**src/rtl/cmd_fifo.sv**
```systemverilog
// Command queue ahead of top_control: buffers host READ/WRITE commands and presents the head entry FWFT.
// Define CMD_FIFO_ALMOST_FULL_EN to add the registered almost_full output (threshold AF_THRESH).
module cmd_fifo #(
  parameter int unsigned DEPTH     = 8,
  parameter int unsigned CMD_W     = 3,
  parameter int unsigned ADDR_W    = 32,
  parameter int unsigned AF_THRESH = 6
) (
  input  logic                       clk,
  input  logic                       rst,
  input  logic                       in_valid,
  input  logic [CMD_W-1:0]           in_cmd,
  input  logic [ADDR_W-1:0]          in_addr,
  output logic                       in_ready,
  output logic                       fifo_valid,
  output logic [CMD_W-1:0]           fifo_cmd,
  output logic [ADDR_W-1:0]          fifo_addr,
  input  logic                       fifo_pop,
  output logic [$clog2(DEPTH):0]     count,
`ifdef CMD_FIFO_ALMOST_FULL_EN
  output logic                       almost_full,
`endif
  output logic                       overflow,
  output logic                       underflow
);

  localparam int unsigned AW = $clog2(DEPTH);
  localparam int unsigned PW = AW + 1;

  typedef struct packed {
    logic [CMD_W-1:0]  cmd;
    logic [ADDR_W-1:0] addr;
  } entry_t;

  entry_t          mem_q [DEPTH];
  logic [PW-1:0]   wr_ptr_q, wr_ptr_d;
  logic [PW-1:0]   rd_ptr_q, rd_ptr_d;
  logic            overflow_q, overflow_d;
  logic            underflow_q, underflow_d;
  logic            empty, full, push, pop;
  entry_t          head;

  // Extra pointer MSB distinguishes full from empty when the low bits match.
  assign empty = (wr_ptr_q == rd_ptr_q);
  assign full  = (wr_ptr_q[AW] != rd_ptr_q[AW]) && (wr_ptr_q[AW-1:0] == rd_ptr_q[AW-1:0]);
  assign push  = in_valid && !full;
  assign pop   = fifo_pop && !empty;

  assign head       = mem_q[rd_ptr_q[AW-1:0]];
  assign in_ready   = !full;
  assign fifo_valid = !empty;
  assign fifo_cmd   = empty ? '0 : head.cmd;
  assign fifo_addr  = empty ? '0 : head.addr;
  assign count      = PW'(wr_ptr_q - rd_ptr_q);
  assign overflow   = overflow_q;
  assign underflow  = underflow_q;

  always_comb begin
    wr_ptr_d    = wr_ptr_q;
    rd_ptr_d    = rd_ptr_q;
    overflow_d  = overflow_q;
    underflow_d = underflow_q;
    if (push)              wr_ptr_d    = wr_ptr_q + PW'(1);
    if (pop)               rd_ptr_d    = rd_ptr_q + PW'(1);
    if (in_valid && full)  overflow_d  = 1'b1;
    if (fifo_pop && empty) underflow_d = 1'b1;
  end

  always_ff @(posedge clk or posedge rst) begin
    if (rst) begin
      wr_ptr_q    <= '0;
      rd_ptr_q    <= '0;
      overflow_q  <= 1'b0;
      underflow_q <= 1'b0;
    end else begin
      wr_ptr_q    <= wr_ptr_d;
      rd_ptr_q    <= rd_ptr_d;
      overflow_q  <= overflow_d;
      underflow_q <= underflow_d;
    end
  end

  // Storage is intentionally left unreset.
  always_ff @(posedge clk) begin
    if (push) begin
      mem_q[wr_ptr_q[AW-1:0]] <= '{cmd: in_cmd, addr: in_addr};
    end
  end

`ifdef CMD_FIFO_ALMOST_FULL_EN
  logic          almost_full_q, almost_full_d;
  logic [PW-1:0] count_next;

  // Look-ahead on next occupancy so the host is throttled one cycle early.
  always_comb begin
    count_next    = PW'(count + PW'(push) - PW'(pop));
    almost_full_d = (32'(count_next) >= AF_THRESH);
  end

  always_ff @(posedge clk or posedge rst) begin
    if (rst) almost_full_q <= 1'b0;
    else     almost_full_q <= almost_full_d;
  end

  assign almost_full = almost_full_q;
`endif

endmodule

```
**config.mk**
```make
export PLATFORM = sky130hd
export DESIGN_NAME = cmd_fifo
export DESIGN_NICKNAME = d
export VERILOG_FILES = /design/src/rtl/cmd_fifo.sv
export SDC_FILE = /design/constraint.sdc
export NUM_CORES = 1
export LEC_CHECK = 0
export CAP_MARGIN = 40
export CORE_AREA = 5 5 205 158
export CTS_BUF_LIST = sky130_fd_sc_hd__clkbuf_8
export DETAILED_ROUTE_END_ITERATION = 12
export DIE_AREA = 0 0 210 163
export SLEW_MARGIN = 40
export SYNTH_ARGS = -nofsm -noshare
export SYNTH_HDL_FRONTEND = slang
export SYNTH_SLANG_ARGS = --single-unit
```
**constraint.sdc**
```tcl
create_clock -name clk -period 13.4 [get_ports clk]
set_input_delay 4.02 -clock clk [delete_from_list [all_inputs] [get_ports clk]]
set_output_delay 4.02 -clock clk [all_outputs]
set_load 0.05 [all_outputs]
```
# After elaboration in Yosys (flattened, before gate mapping)
# Memory sizes are Yosys's and may differ from the RTL's.
# Cells that the tools add are included.
# totals
inputBits	39
ff_bits	10
out_inout_bits	43
rom_bits	0
latchBits	0
elab_cells	22
mem_bits_rw	280
mem_count	1
# classes
addsub	3
reduce_logical	7
eq_ne	3
mux	4
multipliers	0
n_lt_le_gt_ge	0
div	0
shift	0
n_bitwise	0
# memory_table
name	words	word_bits	read_ports	rd_ports_with_merged_regs	wr	line	rtl
mem_q	8	35	1	0	1	35	entry_t mem_q [DEPTH];
# op_table
operator	count
$mux 32	1
$add 4x1->4 const B	2
$logic_and 1x1->1	5
$eq 4x4->1	1
$sub 4x4->4	1
$eq 3x3->1	1
$mux 3	1
$logic_not 1->1	2
$mux 1	2
$ne 1x1->1	1

# Longest topological paths before layout
# Gate-level depths: netlist (run 1).
# depth
depth_word	6
mapped_depth	9
ltp_nobuf	7

# Least setup slack after synthesis (run 1)
# No wires, ideal clock.
# synth_timing
path_kind	input to register
startpoint	input port in_valid
endpoint	memory mem_q[0][0] (netlist bit) (enable)
path_slack_ps	5424
stages	2
required_time_ps	12885
arrival_time_ps	7461
cell_sequence	nand2_2 nor4_1
# synth_between
elab_chain_len	3
# synth_lines
element	line	rtl
from (decl)	11	input logic in_valid,
$logic_and 1x1->1	46	assign push = in_valid && !full;
$mux 1	85	if (push) begin
$mux 1 (not written as such)	86	mem_q[wr_ptr_q[AW-1:0]] <= '{cmd: in_cmd, addr: in_addr};
to (decl)	35	
# No other way between the ends.

# Final worst setup path (run 1)
# layout_timing
startpoint	register rd_ptr_q[1]
endpoint	output port fifo_addr[19]
# layout_between
elab_chain_len	2
word_cells_on_any_way	3
classes_between	1 x eq/ne; 1 x mux; 1 x memory
# layout_lines
element	line	rtl
from (decl)	37	logic [PW-1:0] rd_ptr_q, rd_ptr_d;
from (signal assigned)	77	rd_ptr_q <= rd_ptr_d;
$mem_v2 8x35 / $eq 4x4->1 (equally long branches)	--	
$mux 32 (*)	53	assign fifo_addr = empty ? '0 : head.addr;
to (decl)	17	output logic [ADDR_W-1:0] fifo_addr,
# Every way passes the cells marked *; elsewhere a longest branch is shown, timed or not.

==> flow_summary.toml, run 1 <==
[placement]
placed_area_mm2 = 0.01255
port_buffers = 81
dp.final_hpwl_mm = 12.50
dp_worst_setup_slack_ns = 6.132
gp_congestion = 0.6833

[worst_setup_path]
end_kind = "primary output"
crit_path_cell_trace = "buf_12 -> inv_1 -> ha_1 -> nand3_1 -> nor2_4 -> nor2_4 -> buf_4 -> a22o_1 -> clkdlybuf4s50_1"
critical_path_required_ns = 9.38
crit_arrival_ns = 3.80
crit_buf_inv = 4
critPathMaxFanout = 35
crit_slowest_cell = "clkdlybuf4s50_1"
start_kind = "register"
cpMostUsedCell = "nor2_4"
cpPeakStageDelay_ns = 0.83
critPathTopFamily = "buffers and inverters"
critical_path_class = "reg -> out"

[cells_and_area]
fin_area_mm2 = 0.01338
nFillCells = 2609
syn2layout_area_growth_pct = 18.78
final_nets = 635
layout-drive-gt1-share = 0.1965
antenna_cells = 0

[drt]
drcViolationCount = 0
drtPass1Iterations = 4
drtIter0Drc = 378
routed_via_density = 5.003
postRouteAntennaNets = 0
wire_per_inst_um = 22.50
vias = 5138
wl_mm = 23.11

[sta]
period_share = 0.5837
finalCriticalPeriod_ns = 7.822
tightest_slew_ns = 0.7500
fin_worst_skew_ns = 0.01628
setup_viol = 0
slew_headroom = 0.4978
fin_tns_setup_ns = 0
max_freq_mhz = 127.9
rsz0062_at_grt = "no"
worst_slack_ns = 5.578
hold_violations = 0
drv_slew = 0

[floorplanning]
boundaryPins = 82
coreArea_mm2 = 0.03041
die_h_um = 163
die_x_um = 210
die-area_mm2 = 0.03423
initial_utilization = 0.3704
rows = 56

[global_route]
grtUsageTotal = 0.1350
grt_pass1_wl_mm = 34.80
grt.overflow.total = 0
grt_max_degree = 48
grt_pass1_vias = 5552
antenna_found_initial = 0

[min_path]
min_path_type = "reg -> reg"

[clocking]
root_buffer = "clkbuf_8"
tritoncts = "yes"
clk_path_buf_depth = 3
path_clk_slew_ns = 0.06
cts_resized = 0
cts.sinks = 290
htree_num_levels = 2
insertion_delay_ns = 0.54
post-cts-setup-buffers = 0
ctsHoldBuffers = 0
cts_buffers = 44

[synth]
synth_cell_types = 31
syn-num-nets = 517
ys_warn_count = 0
ys_seq_area_frac = 0.7688
avgSynthCellArea_um2 = 23.86
syn_inst = 472
syn-cell-area_mm2 = 0.01126
ys_ff_latch = 290

[job]
cap_violations = 0

[status]
outcome = "finished clean"
-- final cells by class --
cell class	count	area, um^2	area share
sequential	290	8666	0.6478
multi-input combinational	150	2397	0.1792
timing repair buffer	94	937.1	0.07006
clock buffer	48	660.6	0.04939
tap	406	508.0	0.03798
clock inverter	29	170.2	0.01272
inverter	10	37.54	0.002806
-- Yosys cell counts (all sizes together) --
library cell | instances | area share
mux2 | 2 | 0.0020
xnor2 | 7 | 0.0054
nor2 | 8 | 0.0047
o211ai | 1 | 0.00067
fa | 1 | 0.0018
nand2 | 4 | 0.0016
xor2 | 3 | 0.0023
a21oi | 1 | 0.00044
mux4 | 70 | 0.15
nand3 | 4 | 0.0018
ha | 5 | 0.0056
edfxtp | 280 | 0.75
buf | 18 | 0.018
a21o | 3 | 0.0020
dfrtp | 10 | 0.022
nor4 | 1 | 0.00056
nor3 | 4 | 0.0018
clkbuf | 4 | 0.0013
o21ai | 1 | 0.00044
a22o | 35 | 0.027
inv | 10 | 0.0033
-- logic make-up after synthesis --
family / count (synthesis) / synth area share
flops: 290 / 0.7688
mux: 72 / 0.1523
compound gates: 41 / 0.03077
buf+inv: 32 / 0.02266
simple gates: 21 / 0.01033
xor+xnor: 10 / 0.007777
fa+ha+maj: 6 / 0.007333
-- placed cells by master (no fill, tap or decap), drive strengths merged, types with 4 or more instances in the layout --
master	count
xnor2	7
mux4	70
buf	13
clkdlybuf4s50	81
ha	5
clkbuf	48
nor2	8
nand3	4
a22o	35
edfxtp	280
nor3	4
inv	25
dfrtp	10
clkinv	10
nand2	4
-- sequential cells by signal, summed over array words and instances (netlist names) --
| signal | flops |
|---|---|
| overflow | 1 |
| wr_ptr_q | 4 |
| mem_q | 280 |
| underflow | 1 |
| rd_ptr_q | 4 |
-- layer usage --
metal	share of wire	GRT usage	up-vias
met2	0.49	0.2240	112
met5	0	0	-
met1	0.45	0.1818	2708
li1	-	-	2282
met3	0.044	0.03274	36
met4	0.016	0.03380	0
-- path summary, 6_finish.rpt --
| path | from | end | slack, ns | cells after the start |
|---|---|---|---|---|
| min | underflow$_DFFE_PP0P_ | underflow$_DFFE_PP0P_ | 0.46 | 1 |
| min in group asynchronous | rst | rd_ptr_q[2]$_DFFE_PP0P_ | 3.76 | 2 |
| max | rd_ptr_q[1]$_DFFE_PP0P_ | fifo_addr[19] | 5.58 | 9 |
| max reg2reg | rd_ptr_q[1]$_DFFE_PP0P_ | mem_q[7][18]$_DFFE_PP_ | 10.32 | 7 |
| max in group asynchronous | rst | rd_ptr_q[0]$_DFFE_PP0P_ | 9.31 | 2 |
| min reg2reg | underflow$_DFFE_PP0P_ | underflow$_DFFE_PP0P_ | 0.46 | 1 |
-- worst register-to-register path, stage by stage, from the launching register on --
cell	delay, ns
dfrtp_4	0.64
buf_12	0.26
inv_1	0.07
ha_1	0.29
nand3_1	0.21
o211ai_1	0.31
nor2_4	0.39
buf_4	0.52
-- metrics by stage --
step	hold slack [ns]	std cells	utilization
finish	0.4626	1027	0.4399
global route	0.4856	1027	0.4399
CTS	0.4683	1027	0.4399
detailed placement	0.4499	950	0.4126
global placement	0.4457	948	0.4111
floorplan	0.4977	472	-
Power of run 1 is not shown: default switching activity piles up to over one toggle a cycle in this logic, so the estimate is an artifact.
==> run 2, diff against run 1 <==
clock period = 7.7 ns   (was 13.4 ns; I/O delays follow)
==> run 2 against run 1 <==
Compared with the run above:
- utilization rose by 0.62 points
- final area up 1.4%
- first-iteration DRC count decreased by 28%
==> flow_summary.toml, run 2 (same netlist as run 1, synthesis figures left out) <==
[status]
outcome = "finished clean"

[sta]
max_freq_mhz = 168.9
hold_violations = 0
slew_headroom = 0.4660
fin_tns_setup_ns = 0
rsz0062_at_grt = "no"
fin_worst_skew_ns = 0.02134
period_share = 0.7689
finalCriticalPeriod_ns = 5.921
tightest_slew_ns = 0.7976
setup_viol = 0
drv_slew = 0

[clocking]
cts.sinks = 290
cts_buffers = 48
tritoncts = "yes"
root_buffer = "clkbuf_8"
cts_resized = 0
post-cts-setup-buffers = 0
insertion_delay_ns = 0.55
path_clk_slew_ns = 0.06
htree_num_levels = 2
ctsHoldBuffers = 0
clk_path_buf_depth = 3

[drt]
drcViolationCount = 0
wire_per_inst_um = 22.28
postRouteAntennaNets = 0
vias = 5174
drtPass1Iterations = 6
wl_mm = 23.12
drtIter0Drc = 274
routed_via_density = 4.985

[worst_setup_path]
start_kind = "register"
end_kind = "primary output"
critPathMaxFanout = 19
crit_arrival_ns = 3.61
critical_path_required_ns = 5.39
critical_path_class = "reg -> out"

[floorplanning]
rows = 56
die_h_um = 163
coreArea_mm2 = 0.03041
die_x_um = 210
die-area_mm2 = 0.03423
boundaryPins = 82
initial_utilization = 0.3704

[global_route]
grt.overflow.total = 0
antenna_found_initial = 3
grt_pass1_vias = 5604
grtUsageTotal = 0.1347
grt_max_degree = 75
grt_pass1_wl_mm = 34.48

[cells_and_area]
largest_reg_flops = 280
final_nets = 640
nFillCells = 2598
multi_input_area_mm2 = 0.002397
final_common_cell = "edfxtp_1"
layout_common_cells = "280 x edfxtp_1, 81 x clkdlybuf4s50_1, 55 x clkbuf_8, 39 x mux4_2, 35 x a22o_1"
syn2layout_area_growth_pct = 20.44
register_area_mm2 = 0.008666
post-route-util = 0.4461
layout-drive-gt1-share = 0.2206

[placement]
gp_congestion = 0.6568
port_buffers = 81
dp.final_hpwl_mm = 12.70

[min_path]
min_path_type = "reg -> reg"

[job]
cap_violations = 0
==> run 2: final cells by class <==
class	instances	area share
multi-input combinational	150	0.1767
timing repair buffer	95	0.07213
sequential	290	0.6389
clock buffer	55	0.05581
tap	406	0.03745
clock inverter	30	0.01587
antenna	2	0.0003690
inverter	10	0.002767
==> run 2: critical path: stages, from the launching register on <==
cell	delay, ns
dfrtp_4	0.62
ha_1	0.35
nand3_1	0.21
nor2_4	0.09
nor2_4	0.40
buf_16	0.22
buf_8	0.16
a22o_1	0.19
clkdlybuf4s50_1	0.82
==> run 2: path summary, 6_finish.rpt <==
path / startpoint / endpoint / slack, ns / cells after the start
max: rd_ptr_q[0]$_DFFE_PP0P_ / fifo_addr[18] / 1.78 / 8
min: overflow$_DFFE_PP0P_ / overflow$_DFFE_PP0P_ / 0.46 / 1
max reg2reg: rd_ptr_q[0]$_DFFE_PP0P_ / mem_q[7][24]$_DFFE_PP_ / 4.77 / 5
min reg2reg: overflow$_DFFE_PP0P_ / overflow$_DFFE_PP0P_ / 0.46 / 1
max in group asynchronous: rst / rd_ptr_q[1]$_DFFE_PP0P_ / 5.31 / 2
min in group asynchronous: rst / wr_ptr_q[3]$_DFFE_PP0P_ / 2.06 / 2
==> run 2: stage by stage <==
| stage | worst slack (ns) | hold WS (ns) | std cells | cell area, um^2 |
|---|---|---|---|---|
| final | 1.779 | 0.4581 | 1038 | 13560 |
| after floorplan | 1.434 | 0.4977 | 472 | 11260 |
| after global placement | 2.064 | 0.4429 | 947 | 12490 |
| after global routing | 1.582 | 0.4853 | 1036 | 13560 |
| after CTS | 1.676 | 0.4667 | 1036 | 13560 |
| after detailed placement | 2.269 | 0.4533 | 951 | 12590 |
==> run 2: layer usage <==
metal | track usage | wire length (um) | share of wire | vias up
met5 | 0 | 26 | 0.0011 | -
met4 | 0.03706 | 341 | 0.015 | 4
met3 | 0.03794 | 1210 | 0.052 | 33
met2 | 0.2203 | 11400 | 0.49 | 113
met1 | 0.1790 | 10140 | 0.44 | 2736
li1 | - | - | - | 2288
Power of run 2 is left out for the same reason.
